[config.mk]
export PLATFORM = sky130hd
export DESIGN_NAME = spmv_fp16_row_acc
export DESIGN_NICKNAME = d
export VERILOG_FILES = /design/src/rtl/spmv_fp16_row_acc.sv
export SDC_FILE = /design/constraint.sdc
export NUM_CORES = 1
export LEC_CHECK = 0
export CORE_MARGIN = 4
export CORE_UTILIZATION = 30
export DETAILED_ROUTE_END_ITERATION = 10
export PLACE_DENSITY_LB_ADDON = 0.05
export SYNTH_ARGS = -nofsm -noshare
export SYNTH_HDL_FRONTEND = slang
export SYNTH_SLANG_ARGS = --single-unit
export TNS_END_PERCENT = 20
[constraint.sdc]
create_clock -name i_clk -period 14.35 [get_ports i_clk]
set_input_delay 2.87 -clock i_clk [delete_from_list [all_inputs] [get_ports i_clk]]
set_output_delay 2.87 -clock i_clk [all_outputs]
set_load 0.02 [all_outputs]
[src/rtl/spmv_fp16_row_acc.sv]
// Per-row FP16 accumulator: IDLE -> ALIGN -> ADD -> NORM per product, OUT holds the row sum.
// One product per 4 cycles; results held on o_* until o_ready.
module spmv_fp16_row_acc #(
  parameter int CNT_W = 16
) (
  input  logic             i_clk,
  input  logic             i_rstn,
  input  logic             i_valid,
  output logic             i_ready,
  input  logic [15:0]      i_prod,
  input  logic             i_last,
  output logic             o_valid,
  input  logic             o_ready,
  output logic [15:0]      o_result,
  output logic [CNT_W-1:0] o_cnt,
  output logic             o_ovf
);

  typedef enum logic [2:0] {S_IDLE, S_ALIGN, S_ADD, S_NORM, S_OUT} state_t;

  state_t            r_state, w_next;
  logic [15:0]       r_a, r_b;
  logic              r_last, r_ovf, r_sign, r_sub, r_inf;
  logic [CNT_W-1:0]  r_cnt;
  logic [13:0]       r_big_m, r_sml_m;
  logic [4:0]        r_exp;
  logic [14:0]       r_sum;

  function automatic logic [3:0] f_lzc(input logic [13:0] v);
    f_lzc = 4'd14;
    for (int i = 0; i < 14; i++) begin
      if (v[i]) f_lzc = 4'(13 - i);
    end
  endfunction

  // Exponent 0 (zero or subnormal) compares and adds as +0.
  logic        w_a_zero, w_b_zero, w_swap, w_big_zero, w_sml_zero;
  logic [14:0] w_a_key, w_b_key;
  logic [15:0] w_big, w_sml;
  logic [13:0] w_big_m, w_sml_m;
  logic [4:0]  w_diff;

  always_comb begin
    w_a_zero   = (r_a[14:10] == 5'd0);
    w_b_zero   = (r_b[14:10] == 5'd0);
    w_a_key    = w_a_zero ? 15'd0 : r_a[14:0];
    w_b_key    = w_b_zero ? 15'd0 : r_b[14:0];
    w_swap     = (w_b_key > w_a_key);
    w_big      = w_swap ? r_b : r_a;
    w_sml      = w_swap ? r_a : r_b;
    w_big_zero = w_swap ? w_b_zero : w_a_zero;
    w_sml_zero = w_swap ? w_a_zero : w_b_zero;
    w_big_m    = w_big_zero ? 14'd0 : {1'b1, w_big[9:0], 3'b000};
    w_sml_m    = w_sml_zero ? 14'd0 : {1'b1, w_sml[9:0], 3'b000};
    w_diff     = w_big[14:10] - w_sml[14:10];
  end

  logic               w_carry, w_ovf_now;
  logic [3:0]         w_lzc;
  logic [13:0]        w_shl;
  logic [10:0]        w_mn;
  logic signed [6:0]  w_exp_n;
  logic [15:0]        w_res;

  always_comb begin
    w_carry   = r_sum[14];
    w_lzc     = f_lzc(r_sum[13:0]);
    w_shl     = r_sum[13:0] << w_lzc;
    w_mn      = w_carry ? r_sum[14:4] : 11'(w_shl >> 3);
    w_exp_n   = $signed(7'(r_exp) + 7'(w_carry) - 7'(w_lzc));
    w_ovf_now = 1'b0;
    w_res     = {r_sign, w_exp_n[4:0], w_mn[9:0]};
    if (r_inf) begin
      w_ovf_now = 1'b1;
    end else if (!w_mn[10]) begin
      w_res = 16'h0000;
    end else if (w_exp_n >= 7'sd31) begin
      w_ovf_now = 1'b1;
    end else if (w_exp_n <= 7'sd0) begin
      w_res = 16'h0000;
    end
    if (w_ovf_now) w_res = {r_sign, 15'h7BFF};
  end

  always_ff @(posedge i_clk or negedge i_rstn) begin
    if (!i_rstn) r_state <= S_IDLE;
    else         r_state <= w_next;
  end

  always_comb begin
    w_next  = r_state;
    i_ready = 1'b0;
    o_valid = 1'b0;
    case (r_state)
      S_IDLE: begin
        i_ready = 1'b1;
        if (i_valid) w_next = S_ALIGN;
      end
      S_ALIGN: w_next = S_ADD;
      S_ADD:   w_next = S_NORM;
      S_NORM:  w_next = r_last ? S_OUT : S_IDLE;
      S_OUT: begin
        o_valid = 1'b1;
        if (o_ready) w_next = S_IDLE;
      end
      default: w_next = S_IDLE;
    endcase
  end

  always_ff @(posedge i_clk or negedge i_rstn) begin
    if (!i_rstn) begin
      r_a     <= 16'h0000;
      r_b     <= 16'h0000;
      r_last  <= 1'b0;
      r_ovf   <= 1'b0;
      r_cnt   <= '0;
      r_big_m <= 14'd0;
      r_sml_m <= 14'd0;
      r_exp   <= 5'd0;
      r_sign  <= 1'b0;
      r_sub   <= 1'b0;
      r_inf   <= 1'b0;
      r_sum   <= 15'd0;
    end else begin
      case (r_state)
        S_IDLE: begin
          if (i_valid) begin
            r_b    <= i_prod;
            r_last <= i_last;
          end
        end
        S_ALIGN: begin
          r_big_m <= w_big_m;
          r_sml_m <= (w_diff >= 5'd14) ? 14'd0 : (w_sml_m >> w_diff);
          r_exp   <= w_big_zero ? 5'd0 : w_big[14:10];
          r_sign  <= w_big[15];
          r_sub   <= w_big[15] ^ w_sml[15];
          r_inf   <= (r_b[14:10] == 5'h1F);
        end
        S_ADD: begin
          r_sum <= r_sub ? ({1'b0, r_big_m} - {1'b0, r_sml_m})
                         : ({1'b0, r_big_m} + {1'b0, r_sml_m});
        end
        S_NORM: begin
          r_cnt <= (r_cnt == '1) ? r_cnt : r_cnt + 1'b1;
          // Once saturated, the row sum is frozen; only the count advances.
          if (!r_ovf) begin
            r_a   <= w_res;
            r_ovf <= w_ovf_now;
          end
        end
        S_OUT: begin
          if (o_ready) begin
            r_a   <= 16'h0000;
            r_cnt <= '0;
            r_ovf <= 1'b0;
          end
        end
        default: ;
      endcase
    end
  end

  assign o_result = r_a;
  assign o_cnt    = r_cnt;
  assign o_ovf    = r_ovf;

endmodule

==> flow_summary.yaml <==
worst_setup_path:
  crit_type: "register to register"
  critical_path_arrival_ps: 5910
  cp-end-kind: "register"
  crit_path_max_fanout: 19
  start_kind: "register"
  worstPathRequired_ps: 14580
cts:
  clkLatencyLatePin_ps: 360
  clock-sinks: 101
  clk_pin_slew_ps: 80
  cts_tree: "done"
  post-cts-setup-buffers: 0
  htreeDepth: 3
  root_buffer: "clkbuf_16"
  hold_buffers: 0
  cts_max_path_buffers: 2
  cts_resized: 0
  numCtsBuffers: 9
synth:
  avgSynthCellArea_um2: 8.33
  synth_nets: 995
  synth_ff_type: "dfrtp_1"
  synth_edf_count: 0
  yosysUniqueCellTypes: 85
  ys_seq_area_share_pct: 32.5
  async_reset_ff_share_pct: 100
  synth-seq-cells: 101
  netlist_instances: 933
  synthesis.area_mm2: 0.00777
  yosysWarningCount: 0
die:
  initial_core_util_pct: 30.7
  die_x_um: 169
  dieArea_mm2: 0.0285
  die_y_um: 169
  core_area_mm2: 0.0253
  ios: 56
  rows: 58
placed_design:
  placed_cells: 1274
  place_congestion: 0.857
  hpwl_um: 19100
  port_buffers: 55
layout:
  layout_commonest_cell: "nand2_1"
  stdcell_count: 1291
  final_cell_mix: "nand2_1 (122), dfrtp_1 (101), nor2_1 (82)"
  area_growth_pct: 14.8
  nets: 1017
  drive_above_1_share_pct: 8.33
route:
  initialDrtViolationCount: 633
  detail_route.drc_violations: 0
  ant_nets: 0
  firstDrtPassIters: 6
  wl_per_cell_um: 19.5
  routed_wl_um: 25200
  viasPerCell: 5.32
  routed-via-count: 6867
sta:
  rsz0062_at_grt: "no"
  fin_crit_ps: 5680
  max_freq_ghz: 0.176
  finalCritPeriodShare_pct: 39.6
  maxSlewHeadroom_pct: 19.1
  finalSetupTns_ps: 0
  drv_slew: 0
  hold_viol_final: 0
  worst_pin_slew_ps: 1210
  holdWs_ps: 492
  finalSetupViolations: 0
  fin_skew_ps: 14.3
outcome:
  status: "finished clean"
global_route:
  grt_pass1_wl_um: 39800
  grt_max_degree: 67
  globalRouteTotalUtil_pct: 17.8
  antenna_found_initial: 0
  gr-total-overflow: 0
  grt_pass1_vias: 6613
run:
  maxCapViolations: 0
worst_hold_path:
  hold_class: "register to register"
## cell usage after synthesis (4+ instances only)
cell type	count	area [µm²]
a22o_1	17	149
mux2_2	22	248
nand2b_1	10	62.6
xnor2_1	26	228
o211ai_1	7	52.6
nor4_1	4	25.0
and2_1	13	81.3
o31ai_1	10	75.1
or2_2	4	25.0
nor3_1	20	100
a311oi_1	4	35.0
o22ai_1	4	25.0
nand3_1	26	130
nand2_1	122	458
ha_1	40	500
o21ai_1	10	50.1
and3_1	7	43.8
nand4_1	11	68.8
a21oi_1	65	325
o21ai_0	67	335
mux4_2	5	113
dfrtp_1	101	2530
xor2_1	14	123
nor2b_1	6	37.5
a211oi_1	15	113
o31a_1	5	43.8
clkbuf_1	41	154
a21o_1	5	37.5
nor2_1	82	308
inv_1	47	176
or3_1	10	62.6
mux2i_1	21	210
a31oi_1	11	68.8
buf_2	7	35.0
## routing by layer
metal / global-route usage, % / share of wire, % / vias up
met3: 2.50 / 4.4 / 26
met1: 25.9 / 48 / 3260
met4: 4.59 / 1.9 / 0
li1: - / - / 3401
met2: 27.7 / 45 / 180
met5: 0 / 0 / -
## critical path, cell delays in order, from the launching register on
cell and delay [ps]:
dfrtp_1 500, or4_4 600, nand2b_1 480, nand2_1 230, ha_1 260, a21oi_1 180, o21ai_0 150, a211oi_2 590
a21oi_4 240, nor2_1 140, a22oi_1 110, ha_1 250, a221oi_4 260, nand3_4 180, xnor2_2 660, a311oi_1 210
mux2i_2 340, o32ai_1 150
## cell type report
cell class | count | area, µm²
diodes | 1 | 2.50
clock buffers | 9 | 225
clock inverters | 7 | 91.3
fillers | 2662 | 16400
inverters | 48 | 180
multi-input cells | 732 | 4870
flip-flops and latches | 101 | 2530
well taps | 330 | 413
repair buffers | 63 | 608
## registers in the layout, indices dropped and copies added, names as in the netlist, 3 cells and up
register,cells
o_cnt,16
o_result,16
r_b,16
r_sum,15
r_sml_m,14
r_big_m,11
r_exp,5
r_state,3
## kinds of logic (layout without fill, tap and decap cells)
group | count (synthesis) | after routing | share of synthesized area (%)
flops | 101 | 101 | 32.5
xor+xnor | 42 | 42 | 4.93
mux | 50 | 50 | 7.81
buf+inv | 100 | 127 | 4.99
fa+ha+maj | 41 | 41 | 6.70
simple gates | 338 | 338 | 20.9
other cells | 0 | 1 | 0
compound gates | 261 | 261 | 22.2
## final timing paths
check                             start         end  slack (ps)  depth (start not counted)
max in group asynchronous        i_rstn  r_sml_m[1]       10610                          2
setup reg to reg           o_result[10]  r_sml_m[1]        8670                         17
setup / recovery           o_result[10]  r_sml_m[1]        8670                         17
hold reg to reg                  r_sign      r_sign         490                          2
min in group asynchronous        i_rstn  r_state[0]        2480                          1
hold / removal                   r_sign      r_sign         490                          2
## stage by stage
stage               util (%)  area, µm²  setup WS (ps)
finish                  35.2       8920           8670
CTS                     35.2       8910           8650
floorplan                  -       7770           8980
global route            35.2       8910           8220
global placement        33.9       8600           8700
detailed placement      33.9       8600           8690
Power is left out: the tool's default activity adds up to more than one toggle a clock period on the data nets, which glitch-free logic cannot reach.
